===== config.mk =====
export PLATFORM = sky130hd
export DESIGN_NAME = learn_mode_sequencer
export DESIGN_NICKNAME = d
export VERILOG_FILES = /design/src/rtl/learn_mode_sequencer.sv
export SDC_FILE = /design/constraint.sdc
export NUM_CORES = 1
export LEC_CHECK = 0
export BUFFER_PORTS_ARGS = -buffer_cell sky130_fd_sc_hd__buf_2
export CAP_MARGIN = 20
export CORE_UTILIZATION = 58
export DETAILED_ROUTE_END_ITERATION = 6
export PLACE_DENSITY = 0.79
export SLEW_MARGIN = 10
export SYNTH_ARGS = -nofsm -noshare
export SYNTH_HDL_FRONTEND = slang
export SYNTH_SLANG_ARGS = --single-unit

===== constraint.sdc =====
create_clock -name clk -period 3 [get_ports clk]
set_clock_uncertainty 0.1 [all_clocks]
set_input_delay 0.9 -clock clk [delete_from_list [all_inputs] [get_ports clk]]
set_output_delay 0.9 -clock clk [all_outputs]
set_load 0.005 [all_outputs]

===== src/rtl/learn_mode_sequencer.sv =====
// Learn-mode song sequencer: walks the note ROM, presents each expected key
// to the key examiner, waits for a hit or a per-note timeout, then waits for
// the key to be released before moving on. Tallies hits and misses per song.
module learn_mode_sequencer #(
  parameter int          ADDR_W       = 4,
  parameter logic [27:0] NOTE_TIMEOUT = 28'd200_000_000,
  parameter logic [3:0]  END_NOTE     = 4'h0
) (
  input  logic              clk,
  input  logic              rst,
  input  logic              start,
  input  logic              abort,
  output logic [ADDR_W-1:0] note_addr,
  input  logic [3:0]        song_note,
  input  logic [3:0]        key_in,
  input  logic              correct_key_press,
  output logic [3:0]        correct_key,
  output logic              busy,
  output logic              done,
  output logic              note_hit,
  output logic              note_miss,
  output logic [ADDR_W:0]   hit_count,
  output logic [ADDR_W:0]   miss_count
);

  typedef enum logic [2:0] {
    IDLE,
    LOAD,
    WAIT_PRESS,
    WAIT_RELEASE,
    DONE
  } state_t;

  localparam logic [ADDR_W-1:0] ADDR_LAST  = {ADDR_W{1'b1}};
  localparam logic [ADDR_W-1:0] ADDR_ONE   = 1;
  localparam logic [ADDR_W:0]   CNT_ONE    = 1;
  localparam logic [27:0]       TIMER_ONE  = 28'd1;
  localparam logic [27:0]       TIMER_LAST = NOTE_TIMEOUT - TIMER_ONE;

  state_t            state, state_n;
  logic [ADDR_W-1:0] addr_n;
  logic [3:0]        key_n;
  logic [27:0]       timer, timer_n;
  logic [ADDR_W:0]   hit_cnt_n, miss_cnt_n;
  logic              done_n, hit_n, miss_n;

  // busy is a pure decode of the song-playing states
  assign busy = (state == LOAD) || (state == WAIT_PRESS) || (state == WAIT_RELEASE);

  // Next-state and next-register values; abort outranks hit/miss in busy states
  always_comb begin
    state_n    = state;
    addr_n     = note_addr;
    key_n      = correct_key;
    timer_n    = timer;
    hit_cnt_n  = hit_count;
    miss_cnt_n = miss_count;
    done_n     = 1'b0;
    hit_n      = 1'b0;
    miss_n     = 1'b0;
    case (state)
      IDLE, DONE: begin
        if (start) begin
          state_n    = LOAD;
          addr_n     = '0;
          hit_cnt_n  = '0;
          miss_cnt_n = '0;
        end
      end
      LOAD: begin
        if (abort || (song_note == END_NOTE)) begin
          state_n = DONE;
          done_n  = 1'b1;
          key_n   = END_NOTE;
        end else begin
          state_n = WAIT_PRESS;
          key_n   = song_note;
          timer_n = '0;
        end
      end
      WAIT_PRESS: begin
        if (abort) begin
          state_n = DONE;
          done_n  = 1'b1;
          key_n   = END_NOTE;
        end else if (correct_key_press) begin
          state_n   = WAIT_RELEASE;
          hit_n     = 1'b1;
          hit_cnt_n = hit_count + CNT_ONE;
          key_n     = END_NOTE;
        end else if (timer == TIMER_LAST) begin
          state_n    = WAIT_RELEASE;
          miss_n     = 1'b1;
          miss_cnt_n = miss_count + CNT_ONE;
          key_n      = END_NOTE;
        end else begin
          timer_n = timer + TIMER_ONE;
        end
      end
      WAIT_RELEASE: begin
        key_n = END_NOTE;
        if (abort) begin
          state_n = DONE;
          done_n  = 1'b1;
        end else if (key_in == END_NOTE) begin
          if (note_addr == ADDR_LAST) begin
            state_n = DONE;
            done_n  = 1'b1;
          end else begin
            state_n = LOAD;
            addr_n  = note_addr + ADDR_ONE;
          end
        end
      end
      default: begin
        state_n = IDLE;
      end
    endcase
  end

  // State and output registers with synchronous reset
  always_ff @(posedge clk) begin
    if (rst) begin
      state       <= IDLE;
      note_addr   <= '0;
      correct_key <= END_NOTE;
      timer       <= '0;
      hit_count   <= '0;
      miss_count  <= '0;
      done        <= 1'b0;
      note_hit    <= 1'b0;
      note_miss   <= 1'b0;
    end else begin
      state       <= state_n;
      note_addr   <= addr_n;
      correct_key <= key_n;
      timer       <= timer_n;
      hit_count   <= hit_cnt_n;
      miss_count  <= miss_cnt_n;
      done        <= done_n;
      note_hit    <= hit_n;
      note_miss   <= miss_n;
    end
  end

endmodule

==> results of run 1 <==
==> final timing paths <==
check,start,to,slack (ns),depth (start not counted)
setup / recovery,timer[0],timer[24],0.40,6
hold / removal,correct_key[2],correct_key[2],0.37,2
setup reg to reg,timer[0],timer[24],0.40,6
hold reg to reg,correct_key[2],correct_key[2],0.37,2
==> kinds of logic (layout without fill, tap and decap cells) <==
kind of cell | Yosys count | in the layout
AOI/OAI and AO/OA | 94 | 94
xor gates and xnor gates | 8 | 8
adders and majority gates | 4 | 4
buffers and inverters | 25 | 60
DFF | 52 | 52
muxes | 7 | 7
and+or+nand+nor | 165 | 165
==> worst max-delay path: stages, from the launching register on <==
cell     delay (ns)
dfxtp_1        0.43
ha_1           0.30
nand3_2        0.14
or4_4          0.59
or4_4          0.51
and3_4         0.19
a211o_1        0.25
==> placed cells by master (no fill, tap or decap), types with 5 or more instances in the layout <==
cell      count
a211oi_1      5
a21oi_1      18
a31oi_1      14
and4_1        6
buf_2        34
buf_4        12
clkbuf_8      5
dfxtp_1      52
inv_1         5
mux2i_1       7
nand2_1      33
nand3_1      20
nand4_1      16
nor2_1       24
nor3_1        7
nor4_1       11
o21ai_0      14
o21ai_1      10
o31a_1        5
xor2_1        5
==> report_power, final <==
group	switching, mW	leakage [nW]	internal, mW
registers	0.0318	0.420	0.711
logic	0.138	0.806	0.103
clock network	0.249	0.0479	0.164
==> cell type report <==
class                           count  area share, %
Inverter                            6          0.680
Clock buffer                        5           2.08
Multi-Input combinational cell    278           54.9
Timing Repair Buffer               46           7.86
Sequential cell                    52           31.4
Tap cell                           67           2.53
Clock inverter                      3          0.567
==> sequential cells by signal, summed over array words and instances, names as in the netlist <==
signal       count
state            3
timer           28
note_hit         1
correct_key      4
done             1
note_miss        1
hit_count        5
miss_count       5
note_addr        4
==> routing by layer <==
layer  share of wire (%)  vias up  wire, um
li1                    -     1433         -
met1                  46     1407      3580
met2                  46      119      3530
met3                 6.1       22       468
met4                 1.9        0       145
met5                   0        -         0
==> through the flow <==
step	cell area (um^2)	cells	hold WS [ns]	worst slack (ns)	total power, mW
after floorplan	2960	355	0.354	0.509	0.917
after global placement	3220	449	0.345	0.198	0.991
after detailed placement	3220	449	0.351	0.158	0.997
after CTS	3310	457	0.369	0.414	1.40
after global routing	3310	457	0.394	0.286	1.46
final	3310	457	0.368	0.400	1.40
==> metrics.md, run 1 <==
| Metric | Value |
|---|---|
| Core ar. | 4820 um^2 |
| Top cells by area, synth | dfxtp_1 35%, nand2_1 4.2%, nand3_1 3.4% |
| Top Usage Layer GRT | met2 |
| TritonRoute pass-1 iters | 5 |
| Commonest cells post-synth | 52 x dfxtp_1, 33 x nand2_1, 24 x nor2_1 |
| WS Path Type | flop to flop |
| Cell type with the largest total area after synthesis | dfxtp_1 |
| Initial DRC count | 279 |
| Gp weighted congestion | 0.936 |
| Share of the synthesized area in the top cell type | 35.1% |
| Mapped Nets | 372 |
| Primary FF master, synth | dfxtp_1 |
| Post-route ant nets | 0 |
| Max Freq | 385 MHz |
| Largest family of logic cells by synthesized area | simple AND/OR/NAND/NOR gates |
| Req. time, crit path | 3.11 ns |
| Avg WL per Cell | 16.9 um |
| DIE AREA | 5400 um^2 |
| First-pass GRT wire length | 12,600 um |
| Met2 usage | 46.8% |
| Sink Count | 52 |
| Met1 Use GR | 42.4% |
| Maximum VDD drop | 0.000378 V |
| Max-Cap Viols | 0 |
| Worst-Margin Slew | 0.716 ns |
| CTS Hold Buffers Added | 0 |
| Mux share of post-synthesis cell area | 2.36% |
| Nets | 406 |
| Final period demand of the worst path | 2.60 ns |
| I/O Pins | 35 |
| Pin count of the biggest net entering global routing | 19 |
| Number of global-route vias before repair | 2,626 |
| Die width | 73.5 um |
| Worst-path clk slew | 0.10 ns |
| GRT Overall Usage | 30.4% |
| Hold Fails Final Rpt | 0 |
| CTS resizes | 0 |
| Post-synth EDFFs | 0 |
| Avg Inst Size Synth | 8.35 um^2 |
| CTS tree | done |
| Share of layout cells above drive strength 1 | 19.2% |
| Simple-gate portion of the synthesized area | 34.0% |
| Outcome | finished clean |
| LEAKAGE | 1.27 nW |
| Compound-gate portion of the synthesized area | 20.9% |
| Met3 GRT Util | 5.90% |
| Adder-cell share of the synthesized area | 1.69% |
| Post-synthesis xor/xnor area fraction | 2.36% |
| Yosys warnings | 0 |
| Initial antenna violation count | 0 |
| Initial Util | 61.5% |
| RSZ-0062 raised after global routing | false |
| Clock latency on the worst-skew pair | 0.31 ns |
| CP max FO | 6 |
| Post-CTS Setup Inserts | 0 |
| FF+latch area | 1040 um^2 |
| Rows | 25 |
| Netlist cell types | 70 |
| Final core utilization | 68.8% |
| Setup crit start kind | flop |
| Multi-input logic area | 1820 um^2 |
| Gr ovfl total | 0 |
| Clock buffer count from CTS | 5 |
| Cell count after synthesis | 355 |
| Clk root buf | clkbuf_8 |
| Count leader, synth | dfxtp_1 |
| Setup Viol. Count Final | 0 |
| Seq/Total Area, Yosys | 35.1% |
| Total wire length | 7730 um |
| Final worst path period share | 86.7% |
| DRC violations left | 0 |
| Via count | 2,981 |
| CP Capture Type | flop |
| # fillers | 421 |
| Post-Syn Area | 2960 um^2 |
| Synth async-reset ratio | 0% |
| Max clock buf depth | 2 |
| Fin. max-slew vios | 0 |
| Fin Setup TNS | 0 ns |
| DP HPWL | 5740 um |
| Pwr per Cell Area | 421 nW/um^2 |
| Crit path DAT | 2.71 ns |
| Layout area overhead | 11.8% |
| Port Buffers | 34 |
| HP Class | flop to flop |
| Post-synthesis register bit count | 52 |
| Slew Limit Headroom | 52.1% |
| ANT cells | 0 |
| Die Ht | 73.5 um |
| CTS HTree Levels | 2 |
| Vias/cell | 6.52 |
No activity file was read; power rests on OpenSTA's default activity.
==> run 2: changes to the inputs <==
- SETUP_SLACK_MARGIN: not set -> 0.5
==> metrics.md, run 2 (synthesis gave the netlist of run 1 again) <==
| Metric | Value |
|---|---|
| R2R depth | 5 (was 6) |
| Layout area overhead | 13.3% (was 11.8%) |
| LEAKAGE | 1.29 nW (was 1.27 nW) |
| CTS HTree Levels | 2 (unchanged) |
| Commonest non-fill, non-tap cell in the layout | dfxtp_1 (unchanged) |
| Most frequent cells in the layout | 49 x dfxtp_1, 34 x buf_2, 33 x nand2_1 (was 52 x dfxtp_1, 34 x buf_2, 33 x nand2_1) |
| TritonRoute pass-1 iters | 5 (unchanged) |
| Setup Viol. Count Final | 0 (unchanged) |
| Crit path DAT | 2.63 ns (was 2.71 ns) |
| Clock buffer count from CTS | 5 (unchanged) |
| Gr ovfl total | 0 (unchanged) |
| Max clock buf depth | 2 (unchanged) |
| RR Startpoint | timer[8] (was timer[0]) |
| Setup crit start kind | input port (was flop) |
| CP max FO | 11 (was 6) |
| Number of global-route vias before repair | 2,630 (was 2,626) |
| Clock group share of total power | 29.6% (was 29.5%) |
| Avg WL per Cell | 17.2 um (was 16.9 um) |
| Worst-Margin Slew | 0.694 ns (was 0.716 ns) |
| Initial antenna violation count | 0 (unchanged) |
| Hold path cells | 2 (unchanged) |
| RSZ-0062 raised after global routing | false (unchanged) |
| Largest register by flop count | timer (unchanged) |
| Post-route ant nets | 0 (unchanged) |
| Switching power | 425 uW (was 419 uW) |
| Fin Setup TNS | 0 ns (unchanged) |
| Slew Limit Headroom | 53.4% (was 52.1%) |
| HP Class | flop to flop (unchanged) |
| Initial DRC count | 278 (was 279) |
| Outcome | finished clean (unchanged) |
| Nets | 406 (unchanged) |
| Final worst path period share | 82.2% (was 86.7%) |
| CTS tree | done (unchanged) |
| Fin. max-slew vios | 0 (unchanged) |
| Biggest regs | timer: 28 flops, hit_count: 5 flops, miss_count: 5 flops (unchanged) |
| R2R setup slack | 0.56 ns (was 0.40 ns) |
| Worst-path clk slew | 0.10 ns (about the same) |
| Gp weighted congestion | 0.936 (unchanged) |
| Maximum VDD drop | 0.000379 V (was 0.000378 V) |
| Clock latency on the worst-skew pair | 0.32 ns (was 0.31 ns) |
| Req. time, crit path | 3.16 ns (was 3.11 ns) |
| Die width | 73.5 um (unchanged) |
| Combinational Power Share | 17.4% (was 17.3%) |
| Max Freq | 405 MHz (was 385 MHz) |
| Sequential power share | 52.9% (was 53.2%) |
| Sw Share | 30.3% (was 30.0%) |
| R2R Path End | timer[24] (unchanged) |
| Pin count of the biggest net entering global routing | 19 (unchanged) |
| Final period demand of the worst path | 2.47 ns (was 2.60 ns) |
| Hold Fails Final Rpt | 0 (unchanged) |
| WS Path Type | input port to flop (was flop to flop) |
| Pwr per Cell Area | 418 nW/um^2 (was 421 nW/um^2) |
| WHS | 0.367 ns (was 0.368 ns) |
| DRC violations left | 0 (unchanged) |
| Rows | 25 (unchanged) |
| DIE AREA | 5400 um^2 (unchanged) |
| CP Capture Type | flop (unchanged) |
| Die Ht | 73.5 um (unchanged) |
| Worst Hold Launch | correct_key[2] (unchanged) |
| DP HPWL | 5740 um (unchanged) |
| Core ar. | 4820 um^2 (unchanged) |
| Pint | 978 uW (was 977 uW) |
| Via count | 2,997 (was 2,981) |
| First-pass GRT wire length | 12,700 um (was 12,600 um) |
| Max-Cap Viols | 0 (unchanged) |
| Port Buffers | 34 (unchanged) |
| Number of flip-flops in the largest register | 28 (unchanged) |
| Sink Count | 52 (unchanged) |
| ANT cells | 0 (unchanged) |
| Clk root buf | clkbuf_8 (unchanged) |
| Share of layout cells above drive strength 1 | 21.0% (was 19.2%) |
| Worst Hold End | correct_key[2] (unchanged) |
| I/O Pins | 35 (unchanged) |
| Final core utilization | 69.7% (was 68.8%) |
| Vias/cell | 6.56 (was 6.52) |
| Total wire length | 7870 um (was 7730 um) |
| GRT Overall Usage | 30.6% (was 30.4%) |
| Initial Util | 61.5% (unchanged) |
==> run 2: worst max path at each step <==
| stage | from | to | slack [ns] | cells after the start |
|---|---|---|---|---|
| after global routing | abort | timer[20] | 0.50 | 6 |
| final | abort | timer[8] | 0.53 | 6 |
| after floorplan | rst | timer[11] | 0.51 | 5 |
| after CTS | song_note[2] | timer[17] | 0.49 | 6 |
| after detailed placement | song_note[2] | timer[19] | 0.16 | 6 |
| after global placement | song_note[2] | timer[19] | 0.20 | 6 |
==> run 2: metal layers <==
metal	track usage, %	vias up	wire length (um)
met2	46.9	146	3590
met3	5.76	19	577
met5	0	-	0
li1	-	1428	-
met1	42.8	1404	3540
met4	10.9	0	159
==> run 2: area by class of cell <==
cell class | instances | area (um^2)
timing repair buffer | 46 | 260
fill | 412 | 1460
tap | 67 | 83.8
sequential | 52 | 1050
inverter | 6 | 22.5
clock inverter | 3 | 18.8
clock buffer | 5 | 68.8
multi-input combinational | 278 | 1860
==> run 2: power groups by stage <==
stage               combinational, mW  clock [mW]  sequential [mW]
CTS                             0.242       0.416            0.742
global placement                0.235           0            0.756
finish                          0.245       0.416            0.742
detailed placement              0.239           0            0.758
global route                    0.268       0.445            0.746
floorplan                       0.172           0            0.745
==> run 2: worst max-delay path: stages <==
cell and delay [ns]:
buf_2 0.15, or4b_1 0.52, a2bb2oi_2 0.21, or4_1 0.42, or3_1 0.33, nand3_1 0.08
==> run 2: metrics by stage <==
step,instances,setup slack (ns),area [um^2],power [mW]
global placement,449,0.198,3220,0.991
detailed placement,449,0.158,3220,0.997
floorplan,355,0.509,2960,0.917
CTS,457,0.485,3320,1.40
finish,457,0.533,3360,1.40
global route,457,0.501,3360,1.46
==> run 2: timing repair <==
item                                    4_1_cts  5_1_grt
endpoints found under the setup margin        2       15
hold buffers                                  0        0
gates cloned                                  0        0
setup buffers                                 0        0
gates resized for setup                       3        7
